`src/rtl/dataram_ctrl_pkg.sv`:
```
// Shared types and constants for the DATARAM access controller.
// Holds FSM state encoding, latched-request record and RAM idle levels.
package dataram_ctrl_pkg;

  typedef enum logic [1:0] {
    IDLE = 2'd0,
    IND  = 2'd1,
    ACC  = 2'd2,
    DONE = 2'd3
  } state_t;

  typedef struct packed {
    logic       rw;
    logic       bb;
    logic       ind;
    logic [7:0] addr;
    logic [7:0] pos;
    logic [7:0] din;
    logic       bin;
  } req_t;

  localparam logic       RAM_CS_IDLE   = 1'b1;
  localparam logic       RAM_RW_IDLE   = 1'b1;
  localparam logic       RAM_BB_IDLE   = 1'b1;
  localparam logic       RAM_BIN_IDLE  = 1'b0;
  localparam logic [7:0] RAM_ADDR_IDLE = 8'h00;
  localparam logic [7:0] RAM_POS_IDLE  = 8'h00;
  localparam logic [7:0] RAM_DIN_IDLE  = 8'h00;

endpackage

```
`src/rtl/dataram_ctrl_arb.sv`:
```
// Two-requester arbiter: r1 normally wins, but never twice in a row
// while r0 is waiting.
module dataram_arb (
  input  logic req0,
  input  logic req1,
  input  logic last_r1,
  output logic grant0,
  output logic grant1
);

  always_comb begin
    grant1 = req1 & ~(req0 & last_r1);
    grant0 = req0 & ~grant1;
  end

endmodule

```
`src/rtl/dataram_ctrl.sv`:
```
// DATARAM access controller: arbitrates core (r0) and stack (r1) requests,
// optionally fetches an @Ri pointer, then performs one RAM access.
module dataram_ctrl
  import dataram_ctrl_pkg::*;
#(
  parameter bit IND_EN = 1'b1
) (
  input  logic       clk,
  input  logic       rst,
  input  logic       r0_req,
  input  logic       r0_rw,
  input  logic       r0_bb,
  input  logic       r0_ind,
  input  logic [7:0] r0_addr,
  input  logic [7:0] r0_pos,
  input  logic [7:0] r0_din,
  input  logic       r0_bin,
  output logic       r0_ack,
  input  logic       r1_req,
  input  logic       r1_rw,
  input  logic [7:0] r1_addr,
  input  logic [7:0] r1_din,
  output logic       r1_ack,
  output logic [7:0] rdata,
  output logic       rbit,
  output logic       ram_cs,
  output logic       ram_rw,
  output logic       ram_bb,
  output logic       ram_bin,
  output logic [7:0] ram_addr,
  output logic [7:0] ram_pos,
  output logic [7:0] ram_din,
  input  logic [7:0] ram_dout,
  input  logic       ram_bout
);

  state_t     state_reg, state_next;
  req_t       lat_reg;
  logic       who_reg;      // 1 = current access belongs to r1
  logic       last_r1_reg;
  logic [7:0] ptr_reg;
  logic [7:0] rdata_reg;
  logic       rbit_reg;
  logic       grant0, grant1;
  logic       granting;

  dataram_arb u_arb (
    .req0    (r0_req),
    .req1    (r1_req),
    .last_r1 (last_r1_reg),
    .grant0  (grant0),
    .grant1  (grant1)
  );

  assign granting = (state_reg == IDLE) && (grant0 || grant1);
  assign rdata    = rdata_reg;
  assign rbit     = rbit_reg;

  always_ff @(posedge clk or posedge rst) begin
    if (rst) begin
      state_reg   <= IDLE;
      lat_reg     <= '0;
      who_reg     <= 1'b0;
      last_r1_reg <= 1'b0;
      ptr_reg     <= 8'h00;
      rdata_reg   <= 8'h00;
      rbit_reg    <= 1'b0;
    end else begin
      state_reg <= state_next;
      if (granting) begin
        who_reg     <= grant1;
        last_r1_reg <= grant1;
        // r1 is byte-only, direct-only, bank 0
        if (grant1) begin
          lat_reg.rw   <= r1_rw;
          lat_reg.bb   <= 1'b1;
          lat_reg.ind  <= 1'b0;
          lat_reg.addr <= r1_addr;
          lat_reg.pos  <= 8'h00;
          lat_reg.din  <= r1_din;
          lat_reg.bin  <= 1'b0;
        end else begin
          lat_reg.rw   <= r0_rw;
          lat_reg.bb   <= r0_bb;
          lat_reg.ind  <= r0_ind & IND_EN;
          lat_reg.addr <= r0_addr;
          lat_reg.pos  <= r0_pos;
          lat_reg.din  <= r0_din;
          lat_reg.bin  <= r0_bin;
        end
      end
      if (state_reg == IND) begin
        ptr_reg <= ram_dout;
      end
      if (state_reg == ACC && lat_reg.rw) begin
        rdata_reg <= ram_dout;
        rbit_reg  <= ram_bout;
      end
    end
  end

  // RAM strobes are decoded from state so reset deasserts CS at once.
  always_comb begin
    state_next = state_reg;
    ram_cs     = RAM_CS_IDLE;
    ram_rw     = RAM_RW_IDLE;
    ram_bb     = RAM_BB_IDLE;
    ram_bin    = RAM_BIN_IDLE;
    ram_addr   = RAM_ADDR_IDLE;
    ram_pos    = RAM_POS_IDLE;
    ram_din    = RAM_DIN_IDLE;
    r0_ack     = 1'b0;
    r1_ack     = 1'b0;
    case (state_reg)
      IDLE: begin
        if (grant0 || grant1) begin
          state_next = (grant0 && r0_ind && IND_EN) ? IND : ACC;
        end
      end
      IND: begin
        ram_cs     = 1'b0;
        ram_rw     = 1'b1;
        ram_bb     = 1'b1;
        ram_addr   = lat_reg.addr;
        ram_pos    = lat_reg.pos;
        state_next = ACC;
      end
      ACC: begin
        ram_cs     = 1'b0;
        ram_rw     = lat_reg.rw;
        ram_bb     = lat_reg.bb;
        ram_addr   = lat_reg.ind ? ptr_reg : lat_reg.addr;
        ram_pos    = lat_reg.pos;
        ram_din    = lat_reg.din;
        ram_bin    = lat_reg.bin;
        state_next = DONE;
      end
      DONE: begin
        r0_ack     = ~who_reg;
        r1_ack     = who_reg;
        state_next = IDLE;
      end
      default: state_next = IDLE;
    endcase
  end

endmodule

```
`config.mk`:
```
export PLATFORM = sky130hd
export DESIGN_NAME = dataram_ctrl
export DESIGN_NICKNAME = d
export VERILOG_FILES = /design/src/rtl/dataram_ctrl_pkg.sv /design/src/rtl/dataram_ctrl_arb.sv /design/src/rtl/dataram_ctrl.sv
export SDC_FILE = /design/constraint.sdc
export NUM_CORES = 1
export LEC_CHECK = 0
export ABC_CLOCK_PERIOD_IN_PS = 1780
export CAP_MARGIN = 30
export CELL_PAD_IN_SITES_DETAIL_PLACEMENT = 2
export CELL_PAD_IN_SITES_GLOBAL_PLACEMENT = 2
export CORE_AREA = 2 2 107 109
export CTS_CLUSTER_SIZE = 14
export DETAILED_ROUTE_END_ITERATION = 7
export DIE_AREA = 0 0 109 111
export GPL_ROUTABILITY_DRIVEN = 0
export HOLD_SLACK_MARGIN = 0.15
export PLACE_DENSITY = 0.69
export SETUP_SLACK_MARGIN = 0.1
export SLEW_MARGIN = 20
export SYNTH_ARGS = -nofsm -noshare
export SYNTH_HDL_FRONTEND = slang
export SYNTH_SLANG_ARGS = --single-unit
```
`constraint.sdc`:
```
create_clock -name clk -period 1.78 [get_ports clk]
set_clock_uncertainty 0.1 [all_clocks]
set_input_delay 0.356 -clock clk [delete_from_list [all_inputs] [get_ports clk]]
set_output_delay 0.356 -clock clk [all_outputs]
set_load 0.05 [all_outputs]
```
==> results of run 1 <==
==> final timing paths <==
check                        startpoint          end  cells after the start
min in group clk            lat_reg[13]  lat_reg[13]                      1
setup reg to reg           state_reg[0]     rdata[6]                     10
hold / removal                      rst     rdata[3]                      3
setup / recovery           state_reg[1]   ram_pos[7]                      5
hold reg to reg             lat_reg[13]  lat_reg[13]                      1
max in group asynchronous           rst  lat_reg[25]                      3
==> critical path, stage by stage (launching register included) <==
cell     delay [ns]
dfrtp_2        0.45
inv_2          0.09
ha_2           0.32
buf_12         0.15
and2_2         0.20
buf_12         0.15
==> synthesized netlist by cell type <==
master,count
a22oi_1,3
a22o_1,10
a21oi_1,43
nand2b_1,2
a31oi_1,1
o21a_1,1
a21bo_2,1
o21ai_0,6
buf_2,8
o21ai_1,1
buf_4,3
nand2_1,26
o2111ai_1,2
a21boi_4,1
nor2_1,21
clkbuf_1,3
dfrtp_1,48
ha_1,6
and2_1,19
nor3_1,1
mux2_2,19
nor3b_1,1
nor2_2,1
inv_1,5
nor2b_1,2
inv_2,1
==> per-layer routing <==
layer	up-vias	share of wire (%)	GRT usage, %
li1	1038	-	-
met1	1106	41	18.9
met2	68	52	25.3
met3	9	5.6	3.41
met4	0	1.2	3.68
met5	-	0	0
==> area by class of cell <==
class                      count  area share, %
tap                          143           3.94
sequential                    48           26.5
clock inverter                 3           1.98
timing repair buffer         125           35.0
inverter                       6          0.662
multi-input combinational    167           29.2
clock buffer                   5           2.76
==> logic make-up after synthesis <==
group           after synthesis
mux                          19
buf+inv                      20
simple gates                 73
fa+ha+maj                     6
compound gates               69
flops                        48
==> timing repair <==
action | in CTS | in global routing
setup buffers | 5 | 1
endpoints found under the setup margin | 44 | 65
pin swaps | 11 | 4
cloned | 1 | 0
resized for setup | 42 | 9
==> power groups by stage <==
stage               Combinational [mW]  Clock [mW]  Sequential, mW
finish                            7.27        1.38            2.04
global route                      7.72        1.46            2.12
CTS                               7.29        1.42            2.04
detailed placement                6.66           0            2.02
global placement                  6.53           0            1.99
floorplan                         3.45           0            2.25
==> results.tsv, run 1 <==
metric	value	unit
fmax	475	MHz
power	10.7	mW
cp_max_fo	8	
cp.arrival	1.65	ns
status	finished with violations	
synth_compound_gate_area_share	17.9	%
sw_frac_of_total	42.9	%
intPower	6.10	mW
p_clk_share	12.9	%
post-route-cell-area	4540	um2
synth-warning-count	0	
dpl_cell_area	4060	um2
grt_max_degree	49	
max_slew_margin	73.4	%
maxSlewViolCount	0	
multi_input_area	1330	um2
drive_above_1_share	42.1	%
finish.net_count	417	
track_usage	14.9	%
syn2layout_area_growth	93.5	%
diodes	0	
rrSetupSlack	-0.20	ns
drcViolationCount	0	
yosys.area.top_type	dfrtp_1	
holdBufCountCts	0	
cts-root-buf	clkbuf_16	
syn-cell-area	2350	um2
core	11100	um2
layout_commonest_cell	clkdlybuf4s50_1	
syn_inst	235	
hold_path.class	input pin to async pin	
grt_overflow	0	
clock_path_buffers	2	
synth-xor-area-share	0	%
dp.final_hpwl	6.13	mm
clk_latency	0.29	ns
post_drt_via_cell_ratio	4.47	
seq_area	1200	um2
fin_crit_sh	118	%
worstSetupPathType	register to output pin	
ant_nets	0	
port_buffers	96	
path_clk_slew	0.07	ns
leakage	1.94	nW
comb_power_share	68.1	%
fin_util	41.0	%
synth-simple-area-share	14.5	%
grt_pass1_wl	13.9	mm
cts_tree	built	
synth_top_family_by_area	compound AO/OA/AOI/OAI gates	
cts_buffers	5	
synthAdderAreaFrac	3.20	%
largest_reg_flops	28	
die_h	111	um
yosys-mux-area-fraction	9.12	%
dr_total_vias	2221	
yosysSeqAreaShare	51.2	%
initial_utilization	21.2	%
failed_checks	negative setup slack	
htreeDepth	2	
die_area	12100	um2
first_pass_iters	4	
routed_wl	8.55	mm
grt_pass1_vias	2571	
syn_area_per_cell	9.98	um2
pwr-share-seq	19.1	%
finalSetupViolCount	39	
critPathRequiredTime	1.32	ns
maxCapViolations	0	
vdd_drop_max	1030	uV
cp-start-kind	register	
final_cells	497	
ys_ff_latch	48	
post-place-ws	-0.170	ns
min_period	2.10	ns
yosys.area.top_type_share	51.2	%
cts.sink_count	48	
switchingPower	4.59	mW
drt_iter0_drc	31	
hold_viol_final	0	
worst_slack	-0.325	ns
wl_per_cell	17.2	um
synth_area_leaders	dfrtp_1 (51%), a21oi_1 (9.2%), mux2_2 (9.1%)	
die_x	109	um
fin_tns_setup	-9.52	ns
rows	39	
cp-end-kind	output pin	
p_per_area	2350	nW/um2
rsz0062_at_grt	true	
synth_cell_type_count	26	
fillCellCount	1132	
final_cell_mix	clkdlybuf4s50_1 (56), dfrtp_1 (46), a21oi_1 (37), buf_12 (35), nand2_1 (25)	
antenna_found_initial	0	
hold_ws	0.348	ns
max_slew.worst_pin.slew	0.398	ns
synth_nets	299	
place_inst	482	
ioPinCount	97	
No activity file was read; power rests on OpenSTA's default activity.
==> inputs of run 2 (changes only) <==
--- a/config.mk
+++ b/config.mk
@@ -17,3 +17,3 @@
 export HOLD_SLACK_MARGIN = 0.15
-export PLACE_DENSITY = 0.69
+export PLACE_DENSITY = 0.74
 export SETUP_SLACK_MARGIN = 0.1
==> constraint.sdc (replaced) <==
create_clock -name clk -period 1.78 [get_ports clk]
set_clock_uncertainty 0.1 [all_clocks]
set_input_delay 0.178 -clock clk [delete_from_list [all_inputs] [get_ports clk]]
set_output_delay 0.178 -clock clk [all_outputs]
set_load 0.05 [all_outputs]
==> run 2 against run 1 <==
  * Critical path depth rose by 1
  * Core utilization fell by 1.4 points
  * Setup slack improved by 0.24 ns
  * Via count fell by 0.72%
  * Global-route usage is essentially flat
  * Die area stayed put
  * Power fell by 5.2%
  * Sequential power is essentially flat
  * First-iteration DRC count up 58%
  * Clock-buffer cell count increased by 3
  * Register-to-register slack improved by 0.14 ns
  * Cell count decreased by 1.0%
  * The flow still finishes with violations (negative setup slack)
==> results.tsv, run 2 (synthesized netlist as in run 1, its figures left out) <==
metric	value	unit
status	finished with violations	
failed_checks	negative setup slack	
finalSetupViolCount	26	
final_cell_mix	clkdlybuf4s50_1 (57), dfrtp_1 (47), a21oi_1 (35), buf_12 (33), nand2_1 (25)	
fin_util	39.6	%
diodes	0	
power	10.1	mW
worst_slack	-0.0848	ns
min_period	1.86	ns
drive_above_1_share	39.5	%
cp-end-kind	output pin	
worstSetupPathType	register to output pin	
cts-root-buf	clkbuf_16	
drt_iter0_drc	49	
crit_chain	inv_2 > buf_4 > ha_4 > buf_12 > and2_4 > buf_12	
cts_tree	built	
antenna_found_initial	0	
cts_buffers	5	
grt_pass1_vias	2526	
htreeDepth	2	
cp.arrival	1.59	ns
grt_max_degree	49	
p_per_area	2310	nW/um2
ant_nets	0	
slowest_delay	0.39	ns
crit_path_top_delay_cell	dfrtp_1	
finish.net_count	412	
die_h	111	um
fin_crit_sh	105	%
core	11100	um2
grt_pass1_wl	13.9	mm
wl_per_cell	17.5	um
largest_reg_flops	28	
maxCapViolations	0	
crit_top_cell	buf_12	
post_drt_via_cell_ratio	4.48	
drcViolationCount	0	
die_x	109	um
clock_path_buffers	2	
critPathTopFamily	buffers and inverters	
maxSlewViolCount	0	
ioPinCount	97	
rows	39	
leakage	1.83	nW
hold_path.class	input pin to async pin	
clk_latency	0.28	ns
first_pass_iters	4	
grt_overflow	0	
syn2layout_area_growth	87.0	%
rsz0062_at_grt	true	
track_usage	14.9	%
dp.final_hpwl	6.13	mm
path_clk_slew	0.07	ns
fin_tns_setup	-1.49	ns
die_area	12100	um2
hold_viol_final	0	
routed_wl	8.63	mm
port_buffers	96	
layout_commonest_cell	clkdlybuf4s50_1	
fmax	536	MHz
cts.sink_count	48	
cp_max_fo	8	
cp-start-kind	register	
critPathBufInv	4	
dr_total_vias	2205	
max_slew.worst_pin.slew	0.498	ns
initial_utilization	21.2	%
max_slew_margin	66.9	%
vdd_drop_max	1110	uV
critPathRequiredTime	1.50	ns
## run 2: final timing paths
check | start | to | slack (ns) | depth (start not counted)
min in group clk | r0_addr[1] | lat_reg[18] | 0.34 | 3
worst min-delay path | rst | lat_reg[10] | 0.19 | 3
worst max register to register | state_reg[1] | rdata[7] | -0.06 | 6
worst min register to register | rbit | rbit | 0.40 | 1
worst max-delay path | state_reg[0] | ram_pos[7] | -0.08 | 6
max in group asynchronous | rst | state_reg[1] | 1.15 | 3
## run 2: area by class of cell
class / instances / area, um2
multi-input combinational: 167 / 1310
inverter: 6 / 32.5
tap: 143 / 179
timing repair buffer: 120 / 1520
clock buffer: 8 / 146
fill: 1172 / 6690
sequential: 48 / 1200
## run 2: per-layer routing
metal / track usage (%) / share of wire (%) / vias to the layer above
met2: 26.3 / 54 / 70
li1: - / - / 1030
met5: 0 / 0 / -
met1: 17.9 / 39 / 1101
met4: 2.82 / 0.54 / 0
met3: 4.06 / 6.6 / 4
## run 2: power by group
group	switching (mW)	total, mW	internal [mW]
sequential	0.390	2.02	1.63
clock	0.398	0.959	0.562
combinational	3.76	7.14	3.39
total	4.54	10.1	5.58
## run 2: worst min-delay path, delay by kind of cell
family | cells | cell delay, ns
buffers and inverters | 3 | 0.78
## run 2: per-stage QoR
stage                     area (um2)  std cells  setup slack, ns  hold slack (ns)
after floorplan                 2440        235           0.0467            0.207
after global placement          3960        478          0.00739            0.380
after detailed placement        3960        478          -0.0141            0.395
after CTS                       4320        491           -0.125            0.203
after global routing            4390        492           -0.167            0.225
final                           4390        492          -0.0848            0.189
## run 2: repair_timing
| action | in CTS | in global routing |
|---|---|---|
| setup buffers | 4 | 0 |
| pin swaps | 6 | 3 |
| hold buffers | 0 | 0 |
| gates resized for setup | 55 | 14 |
| setup endpoints to repair | 53 | 53 |
| gates cloned | 1 | 1 |
==> inputs of run 3 (changes only) <==
- ABC_CLOCK_PERIOD_IN_PS: 1780 -> 1800
- CORE_AREA: 2 2 107 109 -> 2 2 100 102
- DIE_AREA: 0 0 109 111 -> 0 0 102 104
- PLACE_DENSITY: 0.74 -> 0.8
- clock period: 1.78 -> 1.8 ns (I/O delays scaled with it)
==> run 3 against run 2 <==
  * Non-clock buffer count is 4 higher
  * Power decreased by 4.6%
  * Setup slack got worse by 0.046 ns
  * Cell count is 1.2% lower
  * Clock-buffer cell count down 2
  * Largest cell class unchanged
  * Critical endpoint is now ram_addr[7]
  * Final area down 1.9%
  * The flow still finishes with violations (negative setup slack)
  * Critical path depth stayed put
==> results.tsv, run 3 (synthesized netlist as in run 1, its figures left out) <==
metric	value	unit
max_slew.worst_pin.slew	0.493	ns
reg2reg_depth	6	
routed_wl	8.52	mm
track_usage	16.8	%
diodes	0	
cp_max_fo	5	
syn2layout_area_growth	83.5	%
drt_iter0_drc	22	
hold_ws	0.312	ns
timing.rr.start	state_reg[1]	
final_cell_mix	clkdlybuf4s50_1 (57), dfrtp_1 (46), a21oi_1 (37), buf_12 (30), nand2_1 (26)	
first_pass_iters	4	
leakage	1.81	nW
die_area	10600	um2
cp-end-kind	output pin	
cp-start-kind	register	
cts_tree	built	
worstSetupPathType	register to output pin	
fmax	518	MHz
finalSetupViolCount	27	
drcViolationCount	0	
cts_buffers	5	
critPathRequiredTime	1.52	ns
core	9550	um2
clk_latency	0.30	ns
htreeDepth	2	
worst_slack	-0.131	ns
hold_path.class	input pin to register	
dp.final_hpwl	6.14	mm
ioPinCount	97	
failed_checks	negative setup slack	
fin_tns_setup	-2.63	ns
rrSetupSlack	0.09	ns
grt_max_degree	22	
final_cells	486	
clock_path_buffers	2	
rows	36	
crit_path_start	state_reg[1]	
status	finished with violations	
antenna_found_initial	0	
finish.net_count	416	
die_h	104	um
rsz0062_at_grt	true	
cts-root-buf	clkbuf_8	
wl_per_cell	17.5	um
maxSlewViolCount	0	
layout_commonest_cell	clkdlybuf4s50_1	
port_buffers	96	
cts.sink_count	48	
hold_viol_final	0	
critPathCapture	ram_addr[7]	
fillCellCount	994	
drive_above_1_share	40.2	%
dr_total_vias	2227	
post_drt_via_cell_ratio	4.58	
maxCapViolations	0	
place_inst	465	
r2r-end	rdata[5]	
ant_nets	0	
fin_crit_sh	107	%
p_per_area	2240	nW/um2
die_x	102	um
cp.arrival	1.65	ns
largest_reg_flops	28	
fin_util	45.1	%
grt_pass1_wl	13.9	mm
grt_pass1_vias	2541	
vdd_drop_max	782	uV
initial_utilization	24.6	%
grt_overflow	0	
max_slew_margin	67.3	%
min_period	1.93	ns
path_clk_slew	0.09	ns
run 3: cell types whose count changed in the layout (fill, tap and decap cells not counted), moves of 3 or more:
cell,previous run,this run
clkbuf_8,1,6
buf_8,0,3
buf_6,3,7
clkbuf_16,6,0
buf_12,33,30
run 3: worst min-delay path by stage:
| stage | startpoint | endpoint | slack (ns) | cells after the start |
|---|---|---|---|---|
| floorplan | r0_addr[2] | lat_reg[19] | 0.21 | 2 |
| global placement | lat_reg[12] | lat_reg[12] | 0.38 | 1 |
| detailed placement | lat_reg[14] | lat_reg[14] | 0.39 | 1 |
| CTS | r0_din[5] | lat_reg[6] | 0.30 | 3 |
| global route | r0_addr[3] | lat_reg[20] | 0.32 | 3 |
| finish | r0_din[5] | lat_reg[6] | 0.31 | 3 |
run 3: metrics by stage:
stage | instance area, um2 | setup slack [ns] | power (mW)
after floorplan | 2440 | 0.0647 | 5.43
after global placement | 3900 | 0.0667 | 7.97
after detailed placement | 3900 | -0.0366 | 8.18
after CTS | 4250 | -0.125 | 9.63
after global routing | 4310 | -0.230 | 10.2
final | 4310 | -0.131 | 9.66
run 3: repair_timing:
action | CTS | global route
endpoints found under the hold margin | 15 | 0
buffers inserted | 6 | 6
gates cloned | 1 | 0
resized for setup | 69 | 5
hold buffers | 1 | 0
pin swaps | 9 | 5
endpoints found under the setup margin | 73 | 31
run 3: layout make-up:
type | instances | area [um2] | area share [%]
Inverter | 6 | 35.0 | 0.814
Tap cell | 133 | 166 | 3.87
Clock buffer | 6 | 82.6 | 1.92
Multi-Input combinational cell | 167 | 1300 | 30.3
Clock inverter | 2 | 10.0 | 0.232
Timing Repair Buffer | 124 | 1510 | 35.0
Sequential cell | 48 | 1200 | 28.0
run 3: report_power, final:
part	leakage (nW)	internal (mW)	switching, mW	total, mW
Combinational	1.20	3.26	3.71	6.97
Sequential	0.560	1.62	0.404	2.02
Clock	0.0510	0.307	0.365	0.673
run 3: routing by layer:
layer  track usage (%)  vias to the layer above  wire length [um]
met5                 0                        -                 0
met4              2.57                        0                40
met3              3.23                        5               374
met2              30.4                       66              4580
met1              20.9                     1123              3520
li1                  -                     1033                 -
run 3: worst max-delay path, stage by stage, from the launching register on:
cell and delay, ns:
dfrtp_2 0.46, inv_2 0.14, ha_4 0.16, buf_2 0.18, o21ai_2 0.10, a21oi_4 0.16
buf_12 0.15
